$ cat src/rtl/raster_types_pkg.sv
// Shared raster types: stamp and CSR bank layouts, CSR address map and pos_mask packing.
// Used by raster_csr_responder (optional perf counters: RASTER_CSR_PERF_EN).
package raster_types_pkg;

   localparam int RASTER_DIM_BITS = 12;
   localparam int RASTER_PID_BITS = 8;

   localparam logic [3:0] RASTER_CSR_ADDR_POS_MASK = 4'd0;
   localparam logic [3:0] RASTER_CSR_ADDR_BCX      = 4'd1;
   localparam logic [3:0] RASTER_CSR_ADDR_BCY      = 4'd5;
   localparam logic [3:0] RASTER_CSR_ADDR_BCZ      = 4'd9;
   localparam logic [3:0] RASTER_CSR_ADDR_PID      = 4'd13;

   // bcoords[0] holds x, [1] y, [2] z; each has four 32-bit coefficients.
   typedef struct packed {
      logic [RASTER_DIM_BITS-2:0] pos_x;
      logic [RASTER_DIM_BITS-2:0] pos_y;
      logic [3:0]                 mask;
      logic [2:0][3:0][31:0]      bcoords;
      logic [RASTER_PID_BITS-1:0] pid;
   } raster_stamp_t;

   typedef struct packed {
      logic [31:0]           pos_mask;
      logic [2:0][3:0][31:0] bcoords;
   } raster_csrs_t;

   typedef enum logic {
      ST_IDLE = 1'b0,
      ST_RSP  = 1'b1
   } rsp_state_e;

   // pos_x and pos_y arrive zero-extended; each occupies dim_bits-1 bits.
   function automatic logic [31:0] raster_pack_pos_mask(input logic [31:0] pos_x,
                                                        input logic [31:0] pos_y,
                                                        input logic [3:0]  mask,
                                                        input int          dim_bits);
      return {28'd0, mask} | (pos_x << 4) | (pos_y << (dim_bits + 3));
   endfunction

endpackage

$ cat src/rtl/raster_csr_responder_fifo.sv
// Generic power-of-two FIFO queue (VX_fifo_queue style) used as the stamp buffer.
// Caller guarantees no push when full and no pop when empty.
module raster_csr_responder_fifo #(
   parameter int DATAW = 32,
   parameter int DEPTH = 4
) (
   input  logic             clk,
   input  logic             reset,
   input  logic             push,
   input  logic             pop,
   input  logic [DATAW-1:0] data_in,
   output logic [DATAW-1:0] data_out,
   output logic             empty,
   output logic             full
);

   localparam int ADDRW = $clog2(DEPTH);

   logic [DATAW-1:0] mem [DEPTH];
   logic [ADDRW-1:0] rd_ptr;
   logic [ADDRW-1:0] wr_ptr;
   logic [ADDRW:0]   count;

   always_ff @(posedge clk) begin
      if (push) mem[wr_ptr] <= data_in;
   end

   always_ff @(posedge clk or negedge reset) begin
      if (!reset) begin
         rd_ptr <= '0;
         wr_ptr <= '0;
         count  <= '0;
      end else begin
         if (push) wr_ptr <= wr_ptr + 1'b1;
         if (pop)  rd_ptr <= rd_ptr + 1'b1;
         if (push && !pop)      count <= count + 1'b1;
         else if (pop && !push) count <= count - 1'b1;
      end
   end

   assign data_out = mem[rd_ptr];
   assign empty    = (count == '0);
   assign full     = (count == (ADDRW+1)'(DEPTH));

endmodule

$ cat src/rtl/raster_csr_responder.sv
// Raster stamp consumer: buffers stamps, loads one into the CSR bank per core fetch,
// and serves registered CSR reads. Optional perf counters under RASTER_CSR_PERF_EN.
module raster_csr_responder import raster_types_pkg::*; #(
   parameter int FIFO_DEPTH = 4,
   parameter int DIM_BITS   = RASTER_DIM_BITS,
   parameter int PID_BITS   = RASTER_PID_BITS
) (
   input  logic                              clk,
   input  logic                              reset,
   input  logic                              stamp_valid,
   input  logic [$bits(raster_stamp_t)-1:0]  stamp_data,
   output logic                              stamp_ready,
   input  logic                              stamp_done,
   input  logic                              fetch_valid,
   output logic                              fetch_ready,
   output logic                              fetch_rsp_valid,
   output logic                              fetch_rsp_empty,
   input  logic                              csr_read_valid,
   input  logic [3:0]                        csr_read_addr,
   output logic                              csr_read_rsp_valid,
   output logic [31:0]                       csr_read_data
`ifdef RASTER_CSR_PERF_EN
   ,
   output logic [31:0]                       perf_fetches,
   output logic [31:0]                       perf_stall_cycles
`endif
);

   logic [$bits(raster_stamp_t)-1:0] fifo_dout;
   raster_stamp_t head;
   logic          fifo_empty;
   logic          fifo_full;
   logic          push;
   logic          pop;
   logic          load_empty;
   rsp_state_e    state;
   rsp_state_e    state_next;
   raster_csrs_t  bank;
   logic [PID_BITS-1:0] bank_pid;
   logic          rsp_empty_q;
   logic [31:0]   rd_mux;

   // Ready is gated by reset so every output reads 0 while reset is held.
   assign stamp_ready = reset & ~fifo_full;
   assign push        = stamp_valid & stamp_ready;
   assign head        = raster_stamp_t'(fifo_dout);

   raster_csr_responder_fifo #(
      .DATAW (($bits(raster_stamp_t))),
      .DEPTH (FIFO_DEPTH)
   ) stamp_fifo (
      .clk      (clk),
      .reset    (reset),
      .push     (push),
      .pop      (pop),
      .data_in  (stamp_data),
      .data_out (fifo_dout),
      .empty    (fifo_empty),
      .full     (fifo_full)
   );

   always_ff @(posedge clk or negedge reset) begin
      if (!reset) state <= ST_IDLE;
      else        state <= state_next;
   end

   always_comb begin
      state_next  = state;
      fetch_ready = 1'b0;
      pop         = 1'b0;
      load_empty  = 1'b0;
      case (state)
         ST_IDLE: begin
            fetch_ready = reset & (~fifo_empty | stamp_done);
            if (fetch_valid && fetch_ready) begin
               state_next = ST_RSP;
               pop        = ~fifo_empty;
               load_empty = fifo_empty;
            end
         end
         ST_RSP:  state_next = ST_IDLE;
         default: state_next = ST_IDLE;
      endcase
   end

   assign fetch_rsp_valid = (state == ST_RSP);
   assign fetch_rsp_empty = fetch_rsp_valid & rsp_empty_q;

   // End-of-draw clears only pos_mask; bcoords and pid keep the last stamp.
   always_ff @(posedge clk or negedge reset) begin
      if (!reset) begin
         bank        <= '0;
         bank_pid    <= '0;
         rsp_empty_q <= 1'b0;
      end else if (pop) begin
         bank.pos_mask <= raster_pack_pos_mask(32'(head.pos_x), 32'(head.pos_y), head.mask, DIM_BITS);
         bank.bcoords  <= head.bcoords;
         bank_pid      <= PID_BITS'(head.pid);
         rsp_empty_q   <= 1'b0;
      end else if (load_empty) begin
         bank.pos_mask <= '0;
         rsp_empty_q   <= 1'b1;
      end
   end

   always_comb begin
      rd_mux = '0;
      if (csr_read_addr == RASTER_CSR_ADDR_POS_MASK)
         rd_mux = bank.pos_mask;
      else if (csr_read_addr < RASTER_CSR_ADDR_BCY)
         rd_mux = bank.bcoords[0][2'(csr_read_addr - RASTER_CSR_ADDR_BCX)];
      else if (csr_read_addr < RASTER_CSR_ADDR_BCZ)
         rd_mux = bank.bcoords[1][2'(csr_read_addr - RASTER_CSR_ADDR_BCY)];
      else if (csr_read_addr < RASTER_CSR_ADDR_PID)
         rd_mux = bank.bcoords[2][2'(csr_read_addr - RASTER_CSR_ADDR_BCZ)];
      else if (csr_read_addr == RASTER_CSR_ADDR_PID)
         rd_mux = 32'(bank_pid);
   end

   // Sampling the bank before its update gives pre-load data on a same-cycle fetch.
   always_ff @(posedge clk or negedge reset) begin
      if (!reset) begin
         csr_read_rsp_valid <= 1'b0;
         csr_read_data      <= '0;
      end else begin
         csr_read_rsp_valid <= csr_read_valid;
         if (csr_read_valid) csr_read_data <= rd_mux;
      end
   end

`ifdef RASTER_CSR_PERF_EN
   always_ff @(posedge clk or negedge reset) begin
      if (!reset) begin
         perf_fetches      <= '0;
         perf_stall_cycles <= '0;
      end else begin
         if (pop) perf_fetches <= perf_fetches + 32'd1;
         if (state == ST_IDLE && fetch_valid && !fetch_ready)
            perf_stall_cycles <= perf_stall_cycles + 32'd1;
      end
   end
`endif

endmodule

$ cat config.mk
export PLATFORM = sky130hd
export DESIGN_NAME = raster_csr_responder
export DESIGN_NICKNAME = d
export VERILOG_FILES = /design/src/rtl/raster_types_pkg.sv /design/src/rtl/raster_csr_responder_fifo.sv /design/src/rtl/raster_csr_responder.sv
export SDC_FILE = /design/constraint.sdc
export NUM_CORES = 2
export LEC_CHECK = 0
export BUFFER_PORTS_ARGS = -buffer_cell sky130_fd_sc_hd__buf_2
export CAP_MARGIN = 0
export CORE_MARGIN = 5
export CORE_UTILIZATION = 40
export DETAILED_ROUTE_END_ITERATION = 10
export HOLD_SLACK_MARGIN = 0.06
export PLACE_DENSITY = 0.67
export SYNTH_ARGS = -nofsm -noshare
export SYNTH_HDL_FRONTEND = slang
export SYNTH_HIERARCHICAL = 1
export SYNTH_SLANG_ARGS = --single-unit
$ cat constraint.sdc
create_clock -name clk -period 34.5 [get_ports clk]
set_input_delay 6.9 -clock clk [delete_from_list [all_inputs] [get_ports clk]]
set_output_delay 6.9 -clock clk [all_outputs]
set_load 0.05 [all_outputs]
* Yosys cells after proc, flatten, opt, wreduce, memory -nomap -nowiden
Memory sizes are Yosys's and may differ from the RTL's. Cells that the tools add are included.
Operators by class: $lt $le $gt $ge 6, divide/modulo/power cells 0, shifts and indexed selects 0, add/sub/neg operators 7, bitwise gates (word level) 10, multipliers 0, muxes and demuxes 26, reduce and logical (&&, ||, !) cells 9, eq/ne operators 2
Operator list (number):
- two-way mux 32 bit | 9
- binary-select mux 32 bit (select 2 bit) | 3
- bitwise OR 15 x 26 -> 26 bit | 1
- bitwise OR 4 x 15 -> 15 bit | 1
- two-way mux 1 bit | 10
- less-than comparator 2 x 3 -> 1 bit, second input constant | 3
- less-than comparator 4 bit, second input constant | 2
- two-way mux 8 bit | 1
- two-way mux 3 bit | 2
- subtractor 2 x 1 -> 2 bit, second input constant | 3
- adder 2 x 1 -> 2 bit, second input constant | 2
- bitwise AND 1 bit | 4
- equality test 4 bit, second input constant | 1
- logical NOT 4 bit | 1
- less-than comparator 4 x 3 -> 1 bit, second input constant | 1
- nonzero test 2 bit | 2
- adder 3 x 1 -> 3 bit, second input constant | 1
- equality test 3 bit, second input constant | 1
- logical AND 1 bit | 3
- logical NOT 3 bit | 1
- inverter 1 bit | 3
- subtractor 3 x 1 -> 3 bit, second input constant | 1
- logical NOT 1 bit | 2
- one-hot mux 1 bit (2 select lines) | 1
- bitwise OR 1 bit | 1
Storage, ports and cells: bits in writable memories 1672, ROM bits 0, logic and storage cells 82, memories kept 1, input bits 428, bits in latches 0, output and inout bits 37, bits in registers 466
Memories:
- stamp_fifo.mem | words 4, bits a word 418, read ports 1, clocked after memory_dff 0, wr ports 1, line raster_csr_responder_fifo.sv:19 | logic [DATAW-1:0] mem [DEPTH];

* Longest topological paths before layout
depth in word-level cells 10, depth in mapped cells 14, mapped depth without buffers 9

* Hierarchy
The synthesis kept the hierarchy.
Modules (own cells, without submodules):
- raster_csr_responder_fifo | area each 61151.1 µm², seq. area each 50383.3 µm², instances 1, cells each 2218
- raster_csr_responder | area each 21170.3 µm², seq. area each 11335.9 µm², instances 1, cells each 1466

* Worst setup path before layout
Ideal clock, no wire load.
kind input-to-reg, start in reset, end mem stamp_fifo/mem[0][0] (netlist name), enable pin, path buffers 0, data required time 33.664 ns, path slack 16.177 ns, library setup time 0.836 ns, cell stages on the path 3, arrival 17.487 ns, cell sequence nor2b_1 -> and2_1 -> and2_1
Between the ends: longest elaborated chain between the ends 4
Ends and longest elaborated chain:
- start: declaration | line raster_csr_responder.sv:9 | input logic reset,
- bitwise AND 1 bit | line raster_csr_responder.sv:44 | assign stamp_ready = reset & ~fifo_full;
- bitwise AND 1 bit | line raster_csr_responder.sv:45 | assign push = stamp_valid & stamp_ready;
- via push | line raster_csr_responder.sv:33 | logic push;
- two-way mux 1 bit | line raster_csr_responder_fifo.sv:25 | if (push) mem[wr_ptr] <= data_in;
- two-way mux 1 bit (implied by the code) | line raster_csr_responder_fifo.sv:25
- end: declaration | line raster_csr_responder_fifo.sv:19
The timed path passes the listed nets, and every way through them passes these cells.

* Worst setup path in the final report
start in reset, end out stamp_ready
Between the ends: longest elaborated chain between the ends 1
Ends and longest elaborated chain:
- bitwise AND 1 bit | line raster_csr_responder.sv:44
- end: declaration | line raster_csr_responder.sv:12 | output logic stamp_ready,
No other way between the ends.

==> results by stage <==
Hold path:
- The tightest min-delay check is of the reg2reg type.

Clocking:
- Clock-pin slew was measured on the worst setup and hold paths at 0.06 ns.
- In this run the post-CTS setup repair buffer count came out at 0.
- The H-tree was split into 4 levels.
- The clock latency on the worst-skew pair is 0.88 ns.
- The CTS tree is built.
- The maximum buffer depth of the clock tree is 3.
- The number of gates resized after CTS is 0.
- CTS saw 2132 sinks.
- For this design, the CTS-stage hold fixing added 0 buffers.
- The clock tree root buffer cell is clkbuf_16.
- The total clock buffers created by CTS is 215.

Global route:
- The initial antenna violation count is 172.
- The total overflow reported by the global router is 0.
- The number of global-route vias before repair is 39800.
- The first-pass GRT wire length is 289 mm.
- Entering global routing, the biggest net connects 132 pins.
- Global routing consumed, over all layers together, ~19% of the routing resources.

Synth:
- Yosys printed 6 warnings.
- The mux share of post-synthesis cell area is 20.0%.
- Of all flip-flops after synthesis, the portion carrying an async set or reset was between 20% and 30%.
- In this run, synthesis produced a sequential element count of 2132.
- In this run the cell area of the synthesized design comes to 82300 um^2.
- The largest family of logic cells by synthesized area is multiplexers.
- After Yosys synthesis, XOR and XNOR cells account for less than 1% of the synthesized area.
- The number of nets produced by synthesis is 4121.
- The most used flip-flop cell after synthesis is edfxtp_1.
- The simple-gate share of the synthesized area is 1.36%.
- The compound-cell area share of the yosys netlist is 1.28%.
- The area share of fa/ha/maj cells after synthesis is less than 1%.
- Counting every instance in the synthesized netlist gives about 3700.
- The average size of a mapped cell is 22.3 um^2.
- Synthesis instantiated between 40 and 50 different standard cells from the library.
- After synthesis, flip-flops and latches occupy 75.0% of the total area.
- The count of flip-flops with a built-in enable after synthesis is ~1700.

Placed design:
- Buffers placed on the I/O ports in this run total 464.
- The standard cell area after detailed placement is 86900 um^2.
- At the end of routability-driven placement, the weighted congestion stood at approximately 0.8.
- The HPWL after detailed placement is 127 mm.

Timing:
- Adding up every negative setup slack in the final design gives 0 ns.
- The final setup violation count is 0.
- The highest achievable clock rate is 68.6 MHz.
- Setup repair after global routing left no endpoint under its margin.
- The maximum clock skew at final layout is ~0.063 ns.
- The slew at the pin with the worst max-slew slack is 1.66 ns.
- The count of final hold-check violations is 0.
- The worst path needs 14.57 ns of the cycle, external delays included.
- The hold slack is 0.474 ns.
- The remaining max-slew budget at the tightest pin is -10.4%.
- The number of max-slew violations in the final report is 58.
- The fraction of the cycle the final worst path needs is a little over two fifths.

Die:
- The die outline area is 215000 um^2.
- The area of the placeable core is slightly above 200000 um^2.
- The y dimension of the die is 464 um.
- The total I/O pin count is roughly 470.
- The initialized floorplan defines ~170 standard-cell rows.
- The horizontal die dimension is between 400 and 500 um.
- For this configuration, the core starts out at a cell density of 40.2%.

Power and ir drop:
- The internal power of the cells totals 5.54 mW.
- The clock network burns 30.9% of the power.
- The worst-case vdd ir drop is 0.0665 mV.
- Summed over all nets, the switching power comes to 2.15 mW.
- The leakage dissipation is roughly 32 nW.
- The switching power share of the total is between 20% and 30%.
- The share of total power dissipated in sequential elements is 45.4%.
- Power spread over the standard cell area amounts to 81.3 nW/um^2.
- The combinational cell fraction of total power is approximately a quarter.

Drt:
- The detailed router placed 39000 vias in this run.
- The detailed router finished its first iteration with 3432 violations.
- After detailed routing, the average wire length per cell comes to 27.9 um.
- The number of remaining DRC errors is 0.
- For this run, the detailed router's first-pass iteration total came to 6.
- The number of routed nets with antenna violations is 0.
- The routed design has between 200 and 250 mm of wire.
- After detailed routing, the number of vias per cell comes to ~5.4.

Cells and area:
- For this run, the post-layout net count is 4658.
- The final design instance area without fill is 94500 um^2.
- Cells with a size suffix above 1 make up 41.3% of the layout.
- Relative to the synthesized area, the layout overhead comes to 14.8%.

Worst setup path:
- The capture point of the worst path is stamp_ready.
- The worst flop-to-flop path endpoint is stamp_fifo/mem[1][147]$_DFFE_PP_.
- The worst-case reg-to-reg path depth is 8.
- Walking the worst path, the cells encountered are buf_8 -> nor2b_1 -> buf_2.
- The delay contributed by the slowest stage of the critical path is just under 0.3 ns.
- The type of destination of the critical path is an output pin.
- The worst reg2reg path startpoint is stamp_fifo/count[2]$_DFFE_PN0P_.
- The worst setup path is launched from an input pin.
- The first element of the critical path is reset.
- The highest-delay cell along the critical path is buf_2.
- The arrival time at the worst endpoint is 7.67 ns.
- At the worst endpoint, the required time is 27.60 ns.
- Setup slack on the worst reg-to-reg path comes out at about 29 ns.
- The critical setup path kind is in2out.
- The maximum fanout along the worst path is 26.

Outcome:
- The checks that failed: slew limit.
- The flow ran to the end, but the final reports show violations.

Run:
- The tool flagged a number of max-cap violations equal to 0.
cell type report:
type,instances,area (um^2)
diodes,89,223
clock buffers,283,5880
clock inverters,127,1480
fillers,16900,110000
inverters,9,33.8
multi-input cells,1338,18900
flip-flops and latches,2132,61700
well taps,2688,3360
repair buffers,525,2880
sequential cells by signal, summed over array words and instances, names as in the netlist:
name,flops
stamp_fifo/mem,1672
bank,410
csr_read_data,32
bank_pid,8
stamp_fifo/count,3
stamp_fifo/rd_ptr,2
stamp_fifo/wr_ptr,2
csr_read_rsp_valid,1
fetch_rsp_valid,1
rsp_empty_q,1
synth_stat cells, types with 10 or more instances:
| master | n | area (um^2) |
|---|---|---|
| edfxtp_1 | 1672 | 50200 |
| mux4_2 | 501 | 11300 |
| dfrtp_1 | 460 | 11500 |
| mux2_2 | 440 | 4950 |
| buf_2 | 109 | 546 |
| nor2_1 | 62 | 233 |
| nand2_1 | 55 | 206 |
| buf_12 | 44 | 881 |
| o21ai_0 | 31 | 155 |
| nand2b_1 | 29 | 181 |
| clkbuf_1 | 27 | 101 |
| and2_1 | 24 | 150 |
| nor3_1 | 20 | 100 |
| a22oi_1 | 19 | 143 |
| nand3_1 | 19 | 95.1 |
| o32ai_1 | 19 | 166 |
| a221o_1 | 18 | 180 |
| a22o_1 | 14 | 123 |
| o22ai_1 | 12 | 75.1 |
| a21oi_1 | 11 | 55.1 |
| mux4_1 | 10 | 263 |
placed cells by master (no fill, tap or decap), types with 20 or more instances in the layout:
cell type  instances
and2_1            20
buf_2            461
buf_4             56
bufinv_16         21
clkbuf_1          44
clkbuf_16        215
clkbuf_8          25
clkinv_1          26
clkinv_2          45
dfrtp_1          458
diode_2           89
edfxtp_1        1672
mux2_2           440
mux4_2           501
nand2_1           55
nand2b_1          29
nor2_1            62
o21ai_0           31
kinds of logic (layout without fill, tap and decap cells):
group / count (synthesis) / count (layout)
DFF: 2132 / 2132
muxes: 951 / 951
and+or+nand+nor: 228 / 228
buffers and inverters: 214 / 944
AOI/OAI and AO/OA: 143 / 143
adders and majority gates: 9 / 9
xor gates and xnor gates: 7 / 7
other: 0 / 89
power groups by stage:
stage               clock, mW  sequential, mW  combinational (mW)
global route             2.54            3.53                1.96
finish                   2.37            3.49                1.83
floorplan                   0            3.58                1.40
detailed placement          0            3.54                1.86
CTS                      2.43            3.49                1.87
global placement            0            3.52                1.84
how the worst min path moves through the flow:
stage	from	endpoint	slack (ns)	depth (start not counted)
6_report	bank[403]$_DFFE_PN0P_	bank[403]$_DFFE_PN0P_	0.47	2
2_1_floorplan	bank[392]$_DFFE_PN0P_	bank[392]$_DFFE_PN0P_	0.44	2
5_1_grt	bank[400]$_DFFE_PN0P_	bank[400]$_DFFE_PN0P_	0.49	2
3_5_place_dp	bank[403]$_DFFE_PN0P_	bank[403]$_DFFE_PN0P_	0.47	2
4_1_cts	bank[403]$_DFFE_PN0P_	bank[403]$_DFFE_PN0P_	0.48	2
3_3_place_gp	bank[402]$_DFFE_PN0P_	bank[402]$_DFFE_PN0P_	0.46	2
layer usage:
metal  GRT usage [%]  routed length [um]  up-vias
met1            23.9               78800    20900
li1                -                   -    16400
met4            8.58                8300       66
met3            5.43               15600      407
met2            29.1               97700     1235
met5               0                 395        -
per-stage QoR:
stage / util, % / power (mW) / instances / worst slack [ns]
final: 46.1 / 7.68 / 7191 / 19.93
after global routing: 46.1 / 8.03 / 7135 / 19.85
after CTS: 46.0 / 7.79 / 7102 / 19.87
after detailed placement: 42.4 / 5.41 / 6692 / 19.88
after global placement: 42.4 / 5.36 / 6692 / 19.86
after floorplan: - / 4.98 / 3684 / 16.18
worst max-delay path, delay by kind of cell:
| family | cells | cell delay (ns) |
|---|---|---|
| buffers and inverters | 2 | 0.52 |
| AND/OR/NAND/NOR | 1 | 0.22 |
(Power assumes the default switching activity.)
